<file path="src/rtl/ahb_spram_pkg.sv">
// rtl/ahb_spram_pkg.sv - shared states, AHB encodings and lane mask for ahb_spram_ctrl (AHB_SPRAM_UNALIGN_ERR_EN adds error states)
package ahb_spram_pkg;

    localparam logic [1:0] HTRANS_IDLE   = 2'd0;
    localparam logic [1:0] HTRANS_BUSY   = 2'd1;
    localparam logic [1:0] HTRANS_NONSEQ = 2'd2;
    localparam logic [1:0] HTRANS_SEQ    = 2'd3;

    localparam logic [2:0] HSIZE_BYTE = 3'd0;
    localparam logic [2:0] HSIZE_HALF = 3'd1;
    localparam logic [2:0] HSIZE_WORD = 3'd2;

    localparam logic HRESP_OKAY  = 1'b0;
    localparam logic HRESP_ERROR = 1'b1;

    typedef enum logic [2:0] {
        ST_IDLE,
        ST_WR,
        ST_RD,
        ST_RD_DEF,
        ST_RMW_RD,
        ST_RMW_WR
`ifdef AHB_SPRAM_UNALIGN_ERR_EN
        , ST_ERR1
        , ST_ERR2
`endif
    } state_t;

    // Byte lanes touched by a write; a halfword ignores haddr[0], wide sizes cover the word
    function automatic logic [3:0] lane_mask(input logic [2:0] size, input logic [1:0] addr);
        case (size)
            HSIZE_BYTE: return 4'b0001 << addr;
            HSIZE_HALF: return addr[1] ? 4'b1100 : 4'b0011;
            default:    return 4'b1111;
        endcase
    endfunction

endpackage

</file>
<file path="src/rtl/ahb_spram_merge.sv">
// rtl/ahb_spram_merge.sv - byte-lane merge of new write data into an old RAM word
module ahb_spram_merge (
    input  logic [31:0] old_word,
    input  logic [31:0] new_data,
    input  logic [3:0]  mask,
    output logic [31:0] merged
);

    // Take each lane from the new data where the mask is set, else keep the old lane
    always_comb begin
        merged = old_word;
        for (int i = 0; i < 4; i++) begin
            if (mask[i]) begin
                merged[8*i +: 8] = new_data[8*i +: 8];
            end
        end
    end

endmodule

</file>
<file path="src/rtl/ahb_spram_ctrl.sv">
// rtl/ahb_spram_ctrl.sv - AHB-Lite slave front end for a single-port RAM (optional AHB_SPRAM_UNALIGN_ERR_EN)
module ahb_spram_ctrl
    import ahb_spram_pkg::*;
#(
    parameter int AWIDTH = 16
) (
    input  logic              clk,
    input  logic              rst_n,
    input  logic              hsel,
    input  logic [AWIDTH+1:0] haddr,
    input  logic [1:0]        htrans,
    input  logic              hwrite,
    input  logic [2:0]        hsize,
    input  logic [31:0]       hwdata,
    input  logic              hready,
    output logic              hreadyout,
    output logic              hresp,
    output logic [31:0]       hrdata,
    output logic [AWIDTH-1:0] ram_addr,
    output logic              ram_cen,
    output logic              ram_wen,
    output logic [31:0]       ram_din,
    input  logic [31:0]       ram_dout
);

    state_t            state;
    state_t            next_state;
    logic [AWIDTH-1:0] addr_q;
    logic [3:0]        mask_q;
    logic [31:0]       wdata_q;
    logic [31:0]       merged;
    logic              ready;
    logic              accept;
    logic              take;
    logic              ram_busy;
    logic [3:0]        new_mask;
    logic              unused_htrans;

    // Gated by rst_n so no strobe escapes while the block is held in reset
    assign accept        = rst_n & hsel & htrans[1] & hready;
    assign take          = accept & ready;
    assign ram_busy      = (state == ST_WR) || (state == ST_RMW_WR);
    assign new_mask      = lane_mask(hsize, haddr[1:0]);
    assign hreadyout     = ready;
    assign hrdata        = ram_dout;
    assign unused_htrans = htrans[0];

`ifdef AHB_SPRAM_UNALIGN_ERR_EN
    logic addr_err;
    assign addr_err = ((hsize == HSIZE_HALF) && haddr[0])
                   || ((hsize == HSIZE_WORD) && (haddr[1:0] != 2'b00))
                   || (hsize > HSIZE_WORD);
`endif

    ahb_spram_merge u_merge (
        .old_word (ram_dout),
        .new_data (wdata_q),
        .mask     (mask_q),
        .merged   (merged)
    );

    // State register plus address-phase and RMW capture registers
    always_ff @(posedge clk or negedge rst_n) begin
        if (!rst_n) begin
            state   <= ST_IDLE;
            addr_q  <= '0;
            mask_q  <= '0;
            wdata_q <= '0;
        end else begin
            state <= next_state;
            if (take) begin
                addr_q <= haddr[AWIDTH+1:2];
                mask_q <= new_mask;
            end
            if (state == ST_RMW_RD) begin
                wdata_q <= hwdata;
            end
        end
    end

    // Data-phase RAM strobes, then a new address phase whenever the slave is ready
    always_comb begin
        next_state = state;
        ready      = 1'b1;
        hresp      = HRESP_OKAY;
        ram_cen    = 1'b1;
        ram_wen    = 1'b1;
        ram_addr   = addr_q;
        ram_din    = '0;
        case (state)
            ST_WR: begin
                ram_cen = 1'b0;
                ram_wen = 1'b0;
                ram_din = hwdata;
            end
            ST_RD_DEF: begin
                ram_cen    = 1'b0;
                ready      = 1'b0;
                next_state = ST_RD;
            end
            ST_RMW_RD: begin
                ram_cen    = 1'b0;
                ready      = 1'b0;
                next_state = ST_RMW_WR;
            end
            ST_RMW_WR: begin
                ram_cen = 1'b0;
                ram_wen = 1'b0;
                ram_din = merged;
            end
`ifdef AHB_SPRAM_UNALIGN_ERR_EN
            ST_ERR1: begin
                ready      = 1'b0;
                hresp      = HRESP_ERROR;
                next_state = ST_ERR2;
            end
            ST_ERR2: begin
                hresp = HRESP_ERROR;
            end
`endif
            default: ;
        endcase
        if (ready) begin
            next_state = ST_IDLE;
            if (accept) begin
`ifdef AHB_SPRAM_UNALIGN_ERR_EN
                if (addr_err) begin
                    next_state = ST_ERR1;
                end else
`endif
                if (!hwrite) begin
                    if (ram_busy) begin
                        next_state = ST_RD_DEF;
                    end else begin
                        ram_cen    = 1'b0;
                        ram_wen    = 1'b1;
                        ram_addr   = haddr[AWIDTH+1:2];
                        next_state = ST_RD;
                    end
                end else if (new_mask == 4'b1111) begin
                    next_state = ST_WR;
                end else begin
                    next_state = ST_RMW_RD;
                end
            end
        end
    end

endmodule
</file>
<file path="config.mk">
export PLATFORM = sky130hd
export DESIGN_NAME = ahb_spram_ctrl
export DESIGN_NICKNAME = d
export VERILOG_FILES = /design/src/rtl/ahb_spram_pkg.sv /design/src/rtl/ahb_spram_merge.sv /design/src/rtl/ahb_spram_ctrl.sv
export SDC_FILE = /design/constraint.sdc
export NUM_CORES = 1
export LEC_CHECK = 0
export BUFFER_PORTS_ARGS = -buffer_cell sky130_fd_sc_hd__buf_4
export CAP_MARGIN = 10
export CORE_MARGIN = 1.5
export CORE_UTILIZATION = 46
export DETAILED_ROUTE_END_ITERATION = 8
export GPL_TIMING_DRIVEN = 0
export HOLD_SLACK_MARGIN = 0.08
export PLACE_DENSITY = 0.81
export SKIP_CTS_REPAIR_TIMING = 1
export SKIP_LAST_GASP = 1
export SYNTH_ARGS = -nofsm -noshare
export SYNTH_HDL_FRONTEND = slang
export SYNTH_SLANG_ARGS = --single-unit
</file>
<file path="constraint.sdc">
create_clock -name clk -period 3 [get_ports clk]
set_clock_uncertainty 0.15 [all_clocks]
set_input_delay 0.6 -clock clk [delete_from_list [all_inputs] [get_ports clk]]
set_output_delay 0.6 -clock clk [all_outputs]
set_load 0.02 [all_outputs]
</file>
# Word level (Yosys, flattened, before mapping)
# Cells that the tools add are included.
dict set report totals {
  regBits 55
  latchBits 0
  mem_bits_rw 0
  mem_bits_ro 0
  out_inout_bits 84
  n_memories 0
}
dict set report classes {
  addsub 0
  n_mul 0
  n_div 0
  order_cmp 0
  n_eq_ne 7
  shift 1
  mux 28
  n_bitwise 4
  reduce_logical 5
}
# operator count
set ops {}
lappend ops {{16-bit two-way mux} 4}
lappend ops {{32-bit case mux with 2 select lines} 1}
lappend ops {{8-bit two-way mux} 4}
lappend ops {{1-bit two-way mux} 12}
lappend ops {{3-bit two-way mux} 4}
lappend ops {{4-bit case mux with 2 select lines} 1}
lappend ops {{3-bit by 1-bit equality test with 1-bit output, second input constant} 2}
lappend ops {{3-bit equality test, second input constant} 2}
lappend ops {{3-bit case mux with 2 select lines} 1}
lappend ops {{1-bit bitwise AND} 4}
lappend ops {{4-bit equality test, second input constant} 1}
lappend ops {{4-bit two-way mux} 1}
lappend ops {{2-bit OR reduction} 2}
lappend ops {{4-bit OR reduction} 1}
lappend ops {{1-bit by 2-bit << shifter with 4-bit output, first input constant} 1}
lappend ops {{3-bit by 2-bit equality test with 1-bit output, second input constant} 1}
lappend ops {{3-bit logical NOT} 1}
lappend ops {{3-bit by 1-bit inequality test with 1-bit output, second input constant} 1}
lappend ops {{1-bit logical OR} 1}

# Longest topological paths before layout
dict set report depth {
  ltp_word 7
  mapped_depth 5
}

# By module
# Synthesis repeated with hierarchy kept, for this count alone.
dict set report unflattened {
  cells_unflattened 298
  area_unflattened_um2 3614.7
}
# mod n_inst cells_per_inst area_each_um2 seq_area_each_um2
set by_module_without_submodules {}
lappend by_module_without_submodules {ahb_spram_ctrl 1 262 3089.2 1376.3}
lappend by_module_without_submodules {ahb_spram_merge 1 36 525.5 0.0}

# Least setup slack after synthesis
# Ideal clock, no wire load.
dict set report synth_path {
  path_kind {in2out}
  startpoint {in hready}
  endpoint {out ram_addr[10]}
  arrival_time_ns 1.800
  required_time_ns 2.250
  setup_slack_ns 0.450
  cell_stages 4
  path_buffers 1
  cell_sequence {nand4_1 a211oi_4 buf_6 mux2_2}
}
dict set report synth_between {
  elab_chain_cells 3
}
# item line_no
set synth_rtl {}
lappend synth_rtl {{start, declared} ahb_spram_ctrl.sv:15} ;# input logic hready,
lappend synth_rtl {{1-bit bitwise AND} ahb_spram_ctrl.sv:40} ;# assign accept = rst_n & hsel & htrans[1] & hready;
lappend synth_rtl {{16-bit two-way mux} ahb_spram_ctrl.sv:125} ;# if (accept) begin
lappend synth_rtl {{16-bit two-way mux} ahb_spram_ctrl.sv:123} ;# if (ready) begin
lappend synth_rtl {{end, declared} ahb_spram_ctrl.sv:19} ;# output logic [AWIDTH-1:0] ram_addr,
# No other way between the ends.

# Worst setup path in the final report
dict set report layout_path {
  startpoint {reg state[1]}
  endpoint {out ram_din[8]}
}
dict set report layout_between {
  elab_chain_cells 2
  elab_cells_between_ends 3
  classes_between {eq/ne: 2; mux: 1}
}
# item line_no
set layout_rtl {}
lappend layout_rtl {{start, declared} ahb_spram_ctrl.sv:26} ;# state_t state;
lappend layout_rtl {{start signal, assigned} ahb_spram_ctrl.sv:70} ;# state <= next_state;
lappend layout_rtl {{3-bit equality test or 3-bit by 1-bit equality test with 1-bit output (tied branches)} ahb_spram_ctrl.sv:90} ;# case (state)
lappend layout_rtl {{32-bit case mux with 2 select lines (*)} ahb_spram_ctrl.sv:90}
lappend layout_rtl {{end, declared} ahb_spram_ctrl.sv:22} ;# output logic [31:0] ram_din,
# Every way passes the cells marked *; elsewhere a longest branch is shown, timed or not.

==> results.py <==
metrics = {
    "run_status": {
        "status": "completed",
    },
    "sta": {
        "setup_violations": 0,
        "fin_ws_ps": 124,
        "hold_viol": 0,
        "period_needed_ps": 2880,
        "finalCritPeriodShare_pct": 95.9,
        "finalMaxSlewViolations": 0,
        "max_slew_margin_pct": 52.9,
        "worst_slew_pin_slew_ps": 706,
        "fmax_mhz": 348,
        "grt_setup_unrepaired": "no",
    },
    "synth": {
        "async_flop_share_pct": 100,
        "ys.flop_type": "dfrtp_1",
        "synthMostInstantiatedCell": "dfrtp_1",
        "synth_edf_count": 0,
        "syn_area_mm2": 0.00337,
        "yosysSeqAreaShare_pct": 40.8,
        "yosysUniqueCellTypes": 31,
        "synthTopCellsByArea": "dfrtp_1 (41%), mux2_2 (16%), mux2i_1 (9.5%)",
        "syn_nets": 362,
        "yosysTopAreaCell": "dfrtp_1",
        "ys_ff_latch": 55,
        "synth_top_area_share_pct": 40.8,
        "yosys_warnings": 0,
        "syn_inst": 270,
        "synthTopCellsByCount": "dfrtp_1 (55), mux2_2 (49), buf_4 (33), o2bb2ai_1 (33), mux2i_1 (32)",
        "synth.avg_cell_area_um2": 12.5,
    },
    "clock_tree": {
        "cts_buffers": 5,
        "root_buffer": "clkbuf_8",
        "tritoncts": "done",
        "cts_max_path_buffers": 2,
        "clkTransAtPathRegs_ps": 90,
        "clock_latency_ps": 300,
        "ctsHtreeMaxLevel": 2,
        "clock_sinks": 55,
    },
    "floorplanning": {
        "die_w_um": 88.6,
        "rows": 31,
        "die_y_um": 88.6,
        "start_util_pct": 47.0,
        "ios": 176,
        "core_area_mm2": 0.00718,
        "die-area_mm2": 0.00785,
    },
    "detailed_routing": {
        "dr.pass1.iters": 4,
        "post_drt_wl_per_cell_um": 15.9,
        "drt-initial-drc-count": 112,
        "vias": 2833,
        "routed_wl_um": 8990,
        "viasPerCell": 5.02,
        "ant_nets": 0,
        "drcViolationCount": 0,
    },
    "final_layout": {
        "diodes": 0,
        "final_cells": 564,
        "nets": 556,
        "syn2layout_area_growth_pct": 50.5,
        "drive_gt1_share_pct": 66.2,
    },
    "worst_setup_path": {
        "critPathMaxFanout": 10,
        "endpoint_kind": "output pin",
        "crit_type": "register to output pin",
        "start_kind": "register",
        "worstPathRequired_ps": 2250,
        "critPathArrivalTime_ps": 2130,
    },
    "flow_run": {
        "maxCapViolCount": 0,
    },
    "power": {
        "peakVddDrop_mv": 0.300,
        "power_density_mw_per_mm2": 557,
        "leakage_nw": 2.61,
    },
    "global_route": {
        "gr-total-overflow": 0,
        "grt_pass1_wl_um": 13500,
        "grt_usage_pct": 22.3,
        "grt_start_max_net_pins": 57,
        "first_global_vias": 2771,
        "antenna_found_initial": 0,
    },
    "placement": {
        "portBuffers": 173,
        "hpwl_um": 6680,
        "dp_cells": 542,
        "post-place-ws_ps": -670,
        "gp_congestion": 0.796,
    },
    "worst_hold_path": {
        "hold_class": "register to register",
    },
}
worst paths after layout:
kind / start / to / slack (ps) / cells after the start
setup / recovery: state[1] / ram_din[8] / 120 / 6
hold / removal: wdata_q[1] / wdata_q[1] / 360 / 1
setup reg to reg: state[0] / addr_q[10] / 1090 / 5
hold reg to reg: wdata_q[1] / wdata_q[1] / 360 / 1
max in group asynchronous: rst_n / state[0] / 1850 / 3
min in group asynchronous: rst_n / wdata_q[20] / 620 / 2
metrics by stage:
stage / utilization (%) / hold WS, ps / setup TNS [ps] / total power [mW] / area (µm²)
finish: 70.7 / 360 / 0 / 2.83 / 5070
global route: 70.7 / 360 / 0 / 3.01 / 5070
CTS: 68.5 / 209 / -9640 / 2.83 / 4910
detailed placement: 66.8 / 341 / -9610 / 2.33 / 4790
global placement: 66.8 / 337 / -9310 / 2.28 / 4790
floorplan: - / 154 / 0 / 1.91 / 3370
layout by cell type, fill, tap and decap left out, types with 3 or more instances in the layout:
cell / n
mux2_2: 49
o2bb2ai_1: 33
mux2i_1: 32
buf_2: 5
mux2_4: 19
buf_6: 3
clkbuf_8: 6
clkbuf_1: 5
buf_4: 215
dfrtp_1: 55
o21ai_0: 5
buf_1: 3
nor2_1: 6
cells by family after synthesis:
kind of cell           count (synthesis)  synth area share [%]
AOI/OAI and AO/OA                     45                  11.2
buffers and inverters                 52                  10.3
DFF                                   55                  40.8
muxes                                100                  34.3
other                                  1                 0.111
and+or+nand+nor                       17                  3.27
sequential cells by signal (all words and copies together), names as in the netlist:
register and flops:
state 3, addr_q 16, mask_q 4, wdata_q 32
power by group:
group          switching [mW]  internal [mW]  total, mW  leakage, nW
clock                   0.236          0.270      0.507       0.0612
combinational           0.490          0.674       1.16         1.89
sequential              0.137           1.02       1.15        0.660
critical path, stage by stage, from the launching register on:
cell and delay [ps]:
dfrtp_1 360, buf_2 160, nand2b_1 190, nor2_1 310, clkbuf_1 450, o2bb2ai_1 180
buf_4 160
layer usage:
layer | up-vias | global-route usage (%) | routed length, µm
li1 | 1348 | - | -
met3 | 11 | 2.99 | 397
met1 | 1373 | 27.3 | 3680
met4 | 0 | 6.25 | 140
met5 | - | 0 | 0
met2 | 101 | 41.0 | 4770
cell type report:
| cell class | count | area (µm²) |
|---|---|---|
| fill | 567 | 2100 |
| sequential | 55 | 1380 |
| inverter | 1 | 3.75 |
| multi-input combinational | 163 | 1650 |
| clock buffer | 6 | 82.6 |
| tap | 99 | 124 |
| buffer | 51 | 347 |
| clock inverter | 2 | 35.0 |
| timing repair buffer | 187 | 1460 |
Power figures use the tool's default switching activity.
